<file path="config.mk">
export PLATFORM = sky130hd
export DESIGN_NAME = div_subshift_radix
export DESIGN_NICKNAME = d
export VERILOG_FILES = /design/src/rtl/div_subshift_radix.sv
export SDC_FILE = /design/constraint.sdc
export NUM_CORES = 1
export LEC_CHECK = 0
export ABC_AREA = 1
export BUFFER_PORTS_ARGS = -buffer_cell sky130_fd_sc_hd__buf_4
export CAP_MARGIN = 20
export CORE_ASPECT_RATIO = 0.5
export CORE_MARGIN = 8
export CORE_UTILIZATION = 58
export DETAILED_ROUTE_END_ITERATION = 6
export PLACE_DENSITY = 0.89
export SYNTH_ARGS = -nofsm -noshare
export SYNTH_HDL_FRONTEND = slang
export SYNTH_SLANG_ARGS = --single-unit
</file>
<file path="constraint.sdc">
create_clock -name clk -period 13.2 [get_ports clk]
set_input_delay 1.98 -clock clk [delete_from_list [all_inputs] [get_ports clk]]
set_output_delay 1.98 -clock clk [all_outputs]
set_load 0.01 [all_outputs]
</file>
<file path="src/rtl/div_subshift_radix.sv">
// Iterative restoring sub-and-shift divider resolving STEPS quotient bits per clock.
// Signed/unsigned operands, start/busy/done handshake, divide-by-zero and MIN/-1 overflow flags.
module div_subshift_radix #(
  parameter int DATA_W = 32,
  parameter int STEPS  = 1
) (
  input  logic              clk,
  input  logic              rst,
  input  logic              start,
  input  logic              sign,
  input  logic [DATA_W-1:0] dividend,
  input  logic [DATA_W-1:0] divisor,
  output logic              busy,
  output logic              done,
  output logic [DATA_W-1:0] quotient,
  output logic [DATA_W-1:0] remainder,
  output logic              div_by_zero,
  output logic              overflow
);

  localparam int N     = DATA_W / STEPS;
  localparam int CNT_W = $clog2(N + 1);
  localparam logic [CNT_W-1:0]  LAST    = CNT_W'(N - 1);
  localparam logic [DATA_W-1:0] MIN_VAL = {1'b1, {(DATA_W-1){1'b0}}};

  typedef enum logic [1:0] {S_IDLE, S_CALC, S_FIX} state_t;

  state_t             state, state_nxt;
  logic [CNT_W-1:0]   cnt;
  logic [DATA_W-1:0]  dvs_mag;   // divisor magnitude
  logic [DATA_W-1:0]  rem_r;     // partial remainder
  logic [DATA_W-1:0]  quo_r;     // dividend shifting out, quotient shifting in
  logic [DATA_W-1:0]  dvd_raw;
  logic               neg_q, neg_r, dz_r, ov_r;
  logic [DATA_W-1:0]  rem_nxt, quo_nxt;

  function automatic logic [DATA_W-1:0] neg(input logic [DATA_W-1:0] x);
    return ~x + DATA_W'(1);
  endfunction

  // NOTE: state registers use non-blocking assignments so every flop samples pre-edge values.
  always_ff @(posedge clk or posedge rst) begin
    if (rst) state <= S_IDLE;
    else     state <= state_nxt;
  end

  // NOTE: defaults first so no path through the block leaves a signal unassigned (no latch).
  always_comb begin
    state_nxt = state;
    case (state)
      S_IDLE:  if (start) state_nxt = S_CALC;
      S_CALC:  if (cnt == LAST) state_nxt = S_FIX;
      S_FIX:   state_nxt = S_IDLE;
      default: state_nxt = S_IDLE;
    endcase
  end

  assign busy = (state != S_IDLE);

  // STEPS restoring steps chained combinationally; a clear borrow bit means the subtract fits.
  always_comb begin
    logic [DATA_W:0] trial;
    rem_nxt = rem_r;
    quo_nxt = quo_r;
    trial   = '0;
    for (int i = 0; i < STEPS; i++) begin
      trial = {rem_nxt, quo_nxt[DATA_W-1]} - {1'b0, dvs_mag};
      if (!trial[DATA_W]) rem_nxt = trial[DATA_W-1:0];
      else                rem_nxt = {rem_nxt[DATA_W-2:0], quo_nxt[DATA_W-1]};
      quo_nxt = {quo_nxt[DATA_W-2:0], ~trial[DATA_W]};
    end
  end

  always_ff @(posedge clk or posedge rst) begin
    if (rst) begin
      done        <= 1'b0;
      quotient    <= '0;
      remainder   <= '0;
      div_by_zero <= 1'b0;
      overflow    <= 1'b0;
      cnt         <= '0;
      dvs_mag     <= '0;
      rem_r       <= '0;
      quo_r       <= '0;
      dvd_raw     <= '0;
      neg_q       <= 1'b0;
      neg_r       <= 1'b0;
      dz_r        <= 1'b0;
      ov_r        <= 1'b0;
    end else begin
      done <= 1'b0;
      case (state)
        S_IDLE: if (start) begin
          dvd_raw <= dividend;
          quo_r   <= (sign && dividend[DATA_W-1]) ? neg(dividend) : dividend;
          dvs_mag <= (sign && divisor[DATA_W-1])  ? neg(divisor)  : divisor;
          rem_r   <= '0;
          cnt     <= '0;
          neg_q   <= sign && (dividend[DATA_W-1] ^ divisor[DATA_W-1]);
          neg_r   <= sign && dividend[DATA_W-1];
          dz_r    <= (divisor == '0);
          ov_r    <= sign && (dividend == MIN_VAL) && (divisor == '1);
        end
        S_CALC: begin
          rem_r <= rem_nxt;
          quo_r <= quo_nxt;
          cnt   <= cnt + CNT_W'(1);
        end
        S_FIX: begin
          done        <= 1'b1;
          div_by_zero <= dz_r;
          overflow    <= ov_r;
          if (dz_r) begin
            quotient  <= '1;
            remainder <= dvd_raw;
          end else if (ov_r) begin
            quotient  <= MIN_VAL;
            remainder <= '0;
          end else begin
            quotient  <= neg_q ? neg(quo_r) : quo_r;
            remainder <= neg_r ? neg(rem_r) : rem_r;
          end
        end
        default: ;
      endcase
    end
  end

endmodule

</file>
==> qor.txt, run 1 <==
Status: finished, final reports clean
Num CTS Buffers: 20
Post-synth EDFFs: 0
CTS tree: yes
WL/cell: 17.29 um
Clk_lat worst skew: 0.52 ns
Placed Cells: 2606
Die width: 240.4 um
DRC Markers: 0
Clock network power share: 12.6%
1st-iter DRT viols: 2000
Syn Nets: 2297
Minimum clock period: 3.615 ns
Final design utilization: 66.01%
#FFs+latches synth: 207
P_int: 0.002213 W
Antenna Nets Post-Route: 0
Remaining global-route overflow: 0
Hold buffer count at cts: 0
I/O pins: 136
Fin. Hold Viols: 0
Share of power burned in registers: 28.1%
Global-route wire length before repair: 72.25 mm
Final nets: 2391
DR pass1 iterations: 6
Setup TNS: 0 ns
Post-Syn Area: 14600 um2
Largest net degree at the start of global routing: 150
Peak VDD IR: 0.1057 mV
CP Launch Type: input pin
Gate Count Post-Synth: 2190
Worst slew pin tran: 0.9895 ns
Maximum clock path buffer count: 3
Largest fanout on the critical path: 36
Starting Density: 58.45%
Most frequent cells in the layout: nand2_1, inv_1, nand3_1
Final Power: 0.004493 W
Layout cells sized above 1: 9.582%
Non-Filler Instances: 2640
Unrepaired setup endpoints after global routing: no
Critical path data required time: 13.52 ns
Dpl hpwl: 34.63 mm
Clk root buf: clkbuf_16
Hold Path Class: reg -> reg
Via count: 15.20k
Hold depth: 1
Final slew viol count: 0
Core area: 24980 um2
Max frequency: 276.6 MHz
Die ar.: 30820 um2
Worst Path Arrival: 3.93 ns
Commonest non-fill, non-tap cell in the layout: nand2_1
Setup slack after layout: 9.585 ns
Psw: 0.002280 W
Comb pwr share: 59.3%
Port bufs: 135
Vias in the first global route: 13.70k
Initial antenna violation count: 0
H-tree Lvls: 1
Fin Clk Skew: 0.02399 ns
Yosys warns: 0
Synth Flop Type: dfrtp_1
Cts repair resizes: 0
Chip Height: 128.2 um
Final Cycle Share: 27.39%
Sw Ratio: 50.75%
Rows: 41
Antenna Cells: 0
Cell Pwr Density: 272.5 nW/um2
Type of element capturing the critical path: register
Yosys cell types: 46
Crit path kind: in -> reg
Post-place setup slack: 9.122 ns
Max Cap Violations: 0
Lkg Pwr: 8.496 nW
Via-per-instance ratio: 5.756
Reg clk slew, reported paths: 0.07 ns
Area growth syn-to-layout: 12.94%
Sequential area share after synthesis: 35.48%
Placer Congestion: 0.9896
FFs w/ async S/R, synth: 100.0%
Postcts setup bufs: 0
GR Util All Layers: 28.98%
Clock Sinks: 207
Finish-stage setup viols: 0
Synthesized area per cell: 6.667 um2
Routed WL: 45.64 mm
R2R cell count: 9
Worst slew margin: 34.04%
-- metal layers --
layer	vias up	wire length (um)	GRT usage (%)
met5	-	0	0
met3	135	4940	4.764
met1	6943	19300	40.69
met2	869	19410	44.16
li1	7250	-	-
met4	0	1994	11.83
-- power groups by stage --
stage                     clock (W)  sequential [W]  combinational [W]
after floorplan                   0         0.00119            0.00187
after global placement            0         0.00124            0.00253
after detailed placement          0         0.00125            0.00259
after CTS                  0.000567         0.00124            0.00262
after global routing       0.000593         0.00129            0.00298
final                      0.000567         0.00126            0.00266
-- Yosys cell counts, types with 10 or more instances --
master	n	area, um2
o21bai_1	12	90.09
buf_1	10	37.54
nand4_1	33	206.5
buf_2	11	55.05
ha_1	38	475.5
xor2_1	52	455.4
a21oi_1	45	225.2
inv_1	309	1160
nand2_1	678	2545
nand3_1	272	1361
clkbuf_1	52	195.2
nor3_1	38	190.2
o21ai_0	126	630.6
dfrtp_1	207	5180
nand3b_1	15	112.6
o211ai_1	20	150.1
a22oi_1	28	210.2
nor2_1	149	559.3
-- per-stage QoR --
| step | hold WS, ns | instance area (um2) |
|---|---|---|
| finish | 0.4742 | 16490 |
| global route | 0.5055 | 16490 |
| CTS | 0.4844 | 16490 |
| detailed placement | 0.4730 | 15860 |
| global placement | 0.4672 | 15860 |
| floorplan | 0.4287 | 14600 |
-- worst max-delay path: stages --
cell and delay (ns):
buf_4 0.13, nand2_1 0.30, clkinv_1 0.84, o31ai_1 0.35, xor2_1 0.19, o21ai_0 0.13
-- final cells by class --
| type | instances | area (um2) |
|---|---|---|
| clock buffer | 26 | 553.0 |
| inverter | 314 | 1186 |
| fill | 2164 | 8492 |
| timing repair buffer | 147 | 1104 |
| sequential | 207 | 5180 |
| tap | 344 | 430.4 |
| clock inverter | 8 | 80.08 |
| multi-input combinational | 1594 | 7958 |
-- logic make-up after synthesis --
group	share of synthesized area (%)
simple gates	36.37
fa+ha+maj	3.393
buf+inv	10.20
flops	35.48
compound gates	10.91
xor+xnor	3.659
-- registers in the layout, summed over array words and instances (netlist names) --
signal,cells
cnt,6
div_by_zero,1
done,1
dvd_raw,32
dvs_mag,32
dz_r,1
neg_q,1
neg_r,1
ov_r,1
overflow,1
quo_r,32
quotient,32
rem_r,32
remainder,32
state,2
-- path summary, 6_finish.rpt --
| check | from | end | slack, ns |
|---|---|---|---|
| setup / recovery | sign | dvs_mag[6] | 9.59 |
| min in group asynchronous | rst | quotient[3] | 1.68 |
| hold reg to reg | cnt[5] | state[1] | 0.47 |
| setup reg to reg | state[0] | remainder[6] | 10.16 |
| max in group asynchronous | rst | dvs_mag[15] | 10.10 |
| hold / removal | cnt[5] | state[1] | 0.47 |
Power figures use the tool's default switching activity.
==> run 2, diff against run 1 <==
- clock period: 13.2 -> 3.4 ns (I/O delays scaled with it)
==> qor.txt, run 2 (synthesis gave the netlist of run 1 again) <==
Status: finished, final reports clean
Cell chain of the critical path: inv_1 -> ha_1 -> fa_1 -> inv_1 -> nand2_1 -> nand2_1 -> nand3_1 -> nand2_2 -> nand2_2 -> nand2_2 -> nand2_4 -> nand2_4 -> nand2_2 -> nand2_2 -> nand2_1 -> nand3_1 -> nand2_1
Clock Sinks: 207
Critical path data required time: 3.81 ns
Buf/Inv on CP: 2
I/O pins: 136
Final design utilization: 66.56%
Slowest stage cell on the critical path: fa_1
Cell Pwr Density: 1070 nW/um2
Unrepaired setup endpoints after global routing: no
Port bufs: 135
Final Cycle Share: 83.70%
Minimum clock period: 2.846 ns
Via count: 15.37k
Antenna Cells: 0
Lkg Pwr: 8.565 nW
1st-iter DRT viols: 1913
CTS tree: yes
Reg clk slew, reported paths: 0.07 ns
WL/cell: 17.81 um
DRC Markers: 0
Area growth syn-to-layout: 13.88%
CP Launch Type: register
Final nets: 2399
H-tree Lvls: 1
Die width: 240.4 um
Starting Density: 58.45%
Chip Height: 128.2 um
Largest fanout on the critical path: 15
Most frequent cells in the layout: nand2_1, inv_1, nand3_1
Layout cells sized above 1: 10.06%
Antenna Nets Post-Route: 0
Global-route wire length before repair: 75.00 mm
Placer Congestion: 0.9833
Commonest non-fill, non-tap cell in the layout: nand2_1
Initial antenna violation count: 0
Routed WL: 47.18 mm
Core area: 24980 um2
Fin. Hold Viols: 0
Final slew viol count: 0
Worst slew margin: 49.87%
Dpl hpwl: 36.24 mm
Max stage delay on crit path: 0.45 ns
Max frequency: 351.4 MHz
Worst Path Arrival: 3.25 ns
Crit path top cell by count: nand2_2
Worst slew pin tran: 0.7502 ns
Postcts setup bufs: 0
Hold Path Class: in -> async
Delay-heaviest family, CP: simple AND/OR/NAND/NOR gates
DR pass1 iterations: 6
Fin Clk Skew: 0.01306 ns
Setup TNS: 0 ns
Die ar.: 30820 um2
Max Cap Violations: 0
Finish-stage setup viols: 0
Largest net degree at the start of global routing: 80
Via-per-instance ratio: 5.798
Maximum clock path buffer count: 3
Clk_lat worst skew: 0.52 ns
GR Util All Layers: 30.10%
Peak VDD IR: 0.4025 mV
Clk root buf: clkbuf_16
Rows: 41
Num CTS Buffers: 20
Cts repair resizes: 0
Vias in the first global route: 14.14k
Crit path kind: reg -> reg
Final instance area: 16630 um2
Type of element capturing the critical path: register
Hold buffer count at cts: 0
Area after DPL: 15930 um2
Remaining global-route overflow: 0
-- run 2: changes by cell type in the layout (fill, tap and decap cells not counted), sizes merged --
cell,before,now
bufinv,1,3
clkinv,8,7
clkbuf,26,24
inv,313,314
clkinvlp,0,2
buf,147,155
-- run 2: metrics by stage --
stage	instances	total power (W)	hold slack [ns]	setup WS [ns]
after detailed placement	2614	0.01507	0.4485	0.6916
after CTS	2650	0.01757	0.1317	0.6379
after global placement	2614	0.01483	0.4444	0.8434
final	2650	0.01780	0.1186	0.5543
after floorplan	2190	0.01187	0.4287	0.2038
after global routing	2650	0.01924	0.1711	0.4144
-- run 2: worst paths after layout --
check,endpoint,cells after the start,slack (ns),start
max in group asynchronous,dvd_raw[31],3,2.41,rst
worst min-delay path,quo_r[3],2,0.12,rst
worst max-delay path,rem_r[22],17,0.55,quo_r[31]
min in group clk,dvd_raw[24],3,0.22,dividend[24]
worst max register to register,rem_r[22],17,0.55,quo_r[31]
worst min register to register,state[1],1,0.46,cnt[5]
-- run 2: area by class of cell --
class	count	area [um2]
fillers	2160	8354
multi-input cells	1594	7958
flip-flops and latches	207	5180
inverters	314	1182
repair buffers	155	1176
clock buffers	24	545.5
well taps	344	430.4
clock inverters	12	156.4
-- run 2: routing by layer --
layer  share of wire, %  GRT usage (%)  wire length [um]  vias up
met3                9.6          4.871              4551      127
met5                  0              0                 0        -
li1                   -              -                 -     7270
met2                 44          46.89             20620      838
met1                 43          41.85             20100     7130
met4                4.1          11.26              1914        0
-- run 2: power breakdown --
part / total, W / leakage, nW / switching, W / internal [W]
clock network: 0.00242 / 0.347 / 0.00104 / 0.00139
logic: 0.0105 / 5.87 / 0.00678 / 0.00373
registers: 0.00487 / 2.35 / 0.00121 / 0.00366
==> run 3, diff against run 2 <==
- clock period: 3.4 -> 2.8 ns (I/O delays scaled with it)
==> qor.txt, run 3 (synthesis gave the netlist of run 1 again) <==
Clock Sinks: 207
R2R cell count: 17
Rows: 41
Max stage delay on crit path: 0.44 ns
Finish-stage setup viols: 0
Number of fill cells in the layout: 2114
Final design utilization: 67.00%
Max frequency: 382.3 MHz
Setup slack after layout: 0.1841 ns
Commonest non-fill, non-tap cell in the layout: nand2_1
Dpl hpwl: 36.20 mm
Buf/Inv on CP: 2
Initial antenna violation count: 1
Fin Clk Skew: 0.02435 ns
CTS tree: yes
Core area: 24980 um2
Postcts setup bufs: 0
Starting Density: 58.45%
Cell Pwr Density: 1300 nW/um2
Worst slew margin: 45.75%
Final nets: 2406
Die width: 240.4 um
Die ar.: 30820 um2
Area growth syn-to-layout: 14.64%
Remaining global-route overflow: 0
Global-route wire length before repair: 75.35 mm
H-tree Lvls: 1
Status: finished, final reports clean
Maximum clock path buffer count: 3
Clk root buf: clkbuf_16
Antenna Nets Post-Route: 0
Peak VDD IR: 0.5424 mV
Lkg Pwr: 8.620 nW
Final Cycle Share: 93.42%
Critical path data required time: 3.21 ns
Antenna Cells: 0
1st-iter DRT viols: 2025
Reg-to-Reg End: rem_r[22]
Placer Congestion: 0.9951
GR Util All Layers: 30.20%
Post-place setup slack: 0.2057 ns
I/O pins: 136
Final Power: 0.02177 W
Reg clk slew, reported paths: 0.07 ns
Worst Path Arrival: 3.02 ns
Type of element capturing the critical path: register
Hold buffer count at cts: 0
Vias in the first global route: 14.35k
Delay-heaviest family, CP: simple AND/OR/NAND/NOR gates
Final slew viol count: 0
Slowest stage cell on the critical path: fa_1
Max Cap Violations: 0
Placed Cells: 2620
Largest net degree at the start of global routing: 126
Clk_lat worst skew: 0.53 ns
WL/cell: 17.74 um
Hold Path Class: in -> async
Non-Filler Instances: 2656
Fin. Hold Viols: 0
Num CTS Buffers: 21
Largest fanout on the critical path: 15
DR pass1 iterations: 6
Cell chain of the critical path: inv_1 -> ha_1 -> fa_1 -> inv_1 -> nand2_1 -> nand2_1 -> nand3_1 -> nand2_2 -> nand2_2 -> nand2_2 -> nand2_4 -> nand2_4 -> nand2_2 -> nand2_4 -> nand2_1 -> nand3_1 -> nand2_1
Minimum clock period: 2.616 ns
Crit path kind: reg -> reg
Via-per-instance ratio: 5.799
DRC Markers: 0
Most frequent cells in the layout: nand2_1, inv_1, nand3_1
Via count: 15.40k
CP Launch Type: register
Reg2reg setup slack: 0.18 ns
Setup TNS: 0 ns
Worst r2r src: quo_r[31]
Unrepaired setup endpoints after global routing: no
Port bufs: 135
Routed WL: 47.12 mm
Worst slew pin tran: 0.8138 ns
Chip Height: 128.2 um
Layout cells sized above 1: 10.38%
[run 3: metrics by stage]
stage | hold WS (ns) | instance area, um2
2_1_floorplan | 0.4287 | 14610
3_3_place_gp | 0.4407 | 15980
4_1_cts | 0.05764 | 16730
6_report | 0.05979 | 16740
5_1_grt | 0.09024 | 16740
3_5_place_dp | 0.4396 | 15980
[run 3: how the worst max path moves through the flow]
stage               from  cells after the start        end
6_report       quo_r[31]                     17  rem_r[22]
5_1_grt        quo_r[31]                     17   rem_r[7]
4_1_cts        quo_r[31]                     17  rem_r[22]
3_5_place_dp   quo_r[31]                     17  rem_r[29]
3_3_place_gp   quo_r[31]                     17  rem_r[29]
2_1_floorplan        rst                      1     cnt[0]
[run 3: per-layer routing]
| layer | up-vias | part of all wire (%) | global-route usage (%) | wire (um) |
|---|---|---|---|---|
| li1 | 7293 | - | - | - |
| met3 | 123 | 9.8 | 5.751 | 4618 |
| met1 | 7174 | 42 | 41.45 | 19690 |
| met2 | 809 | 44 | 47.04 | 20960 |
| met4 | 2 | 3.9 | 11.26 | 1833 |
| met5 | - | 0.028 | 0 | 13 |
[run 3: layout make-up]
type                    count  area [um2]  share of cell area (%)
inverters                 314        1182                   7.064
clock inverters             6       95.09                  0.5681
well taps                 344       430.4                   2.571
flip-flops and latches    207        5180                   30.95
clock buffers              30       649.4                   3.879
multi-input cells        1594        7968                   47.60
repair buffers            161        1234                   7.370
[run 3: worst reg2reg max path, stage by stage, from the launching register on]
cell,delay [ns]
dfrtp_1,0.35
inv_1,0.07
ha_1,0.21
fa_1,0.44
inv_1,0.13
nand2_1,0.06
nand2_1,0.09
nand3_1,0.09
nand2_2,0.11
nand2_2,0.07
nand2_2,0.09
nand2_4,0.08
nand2_4,0.09
nand2_2,0.16
nand2_4,0.21
nand2_1,0.11
nand3_1,0.10
nand2_1,0.06
[run 3: where the power goes]
part / switching (W) / internal (W)
clock: 0.00125 / 0.00180
sequential: 0.00146 / 0.00445
combinational: 0.00824 / 0.00456
total: 0.0110 / 0.0108
[run 3: timing repair]
action / 4_1_cts / 5_1_grt
endpoints found under the setup margin: 0 / 11
gates resized for setup: 0 / 2
hold endpoints to repair: 0 / 0
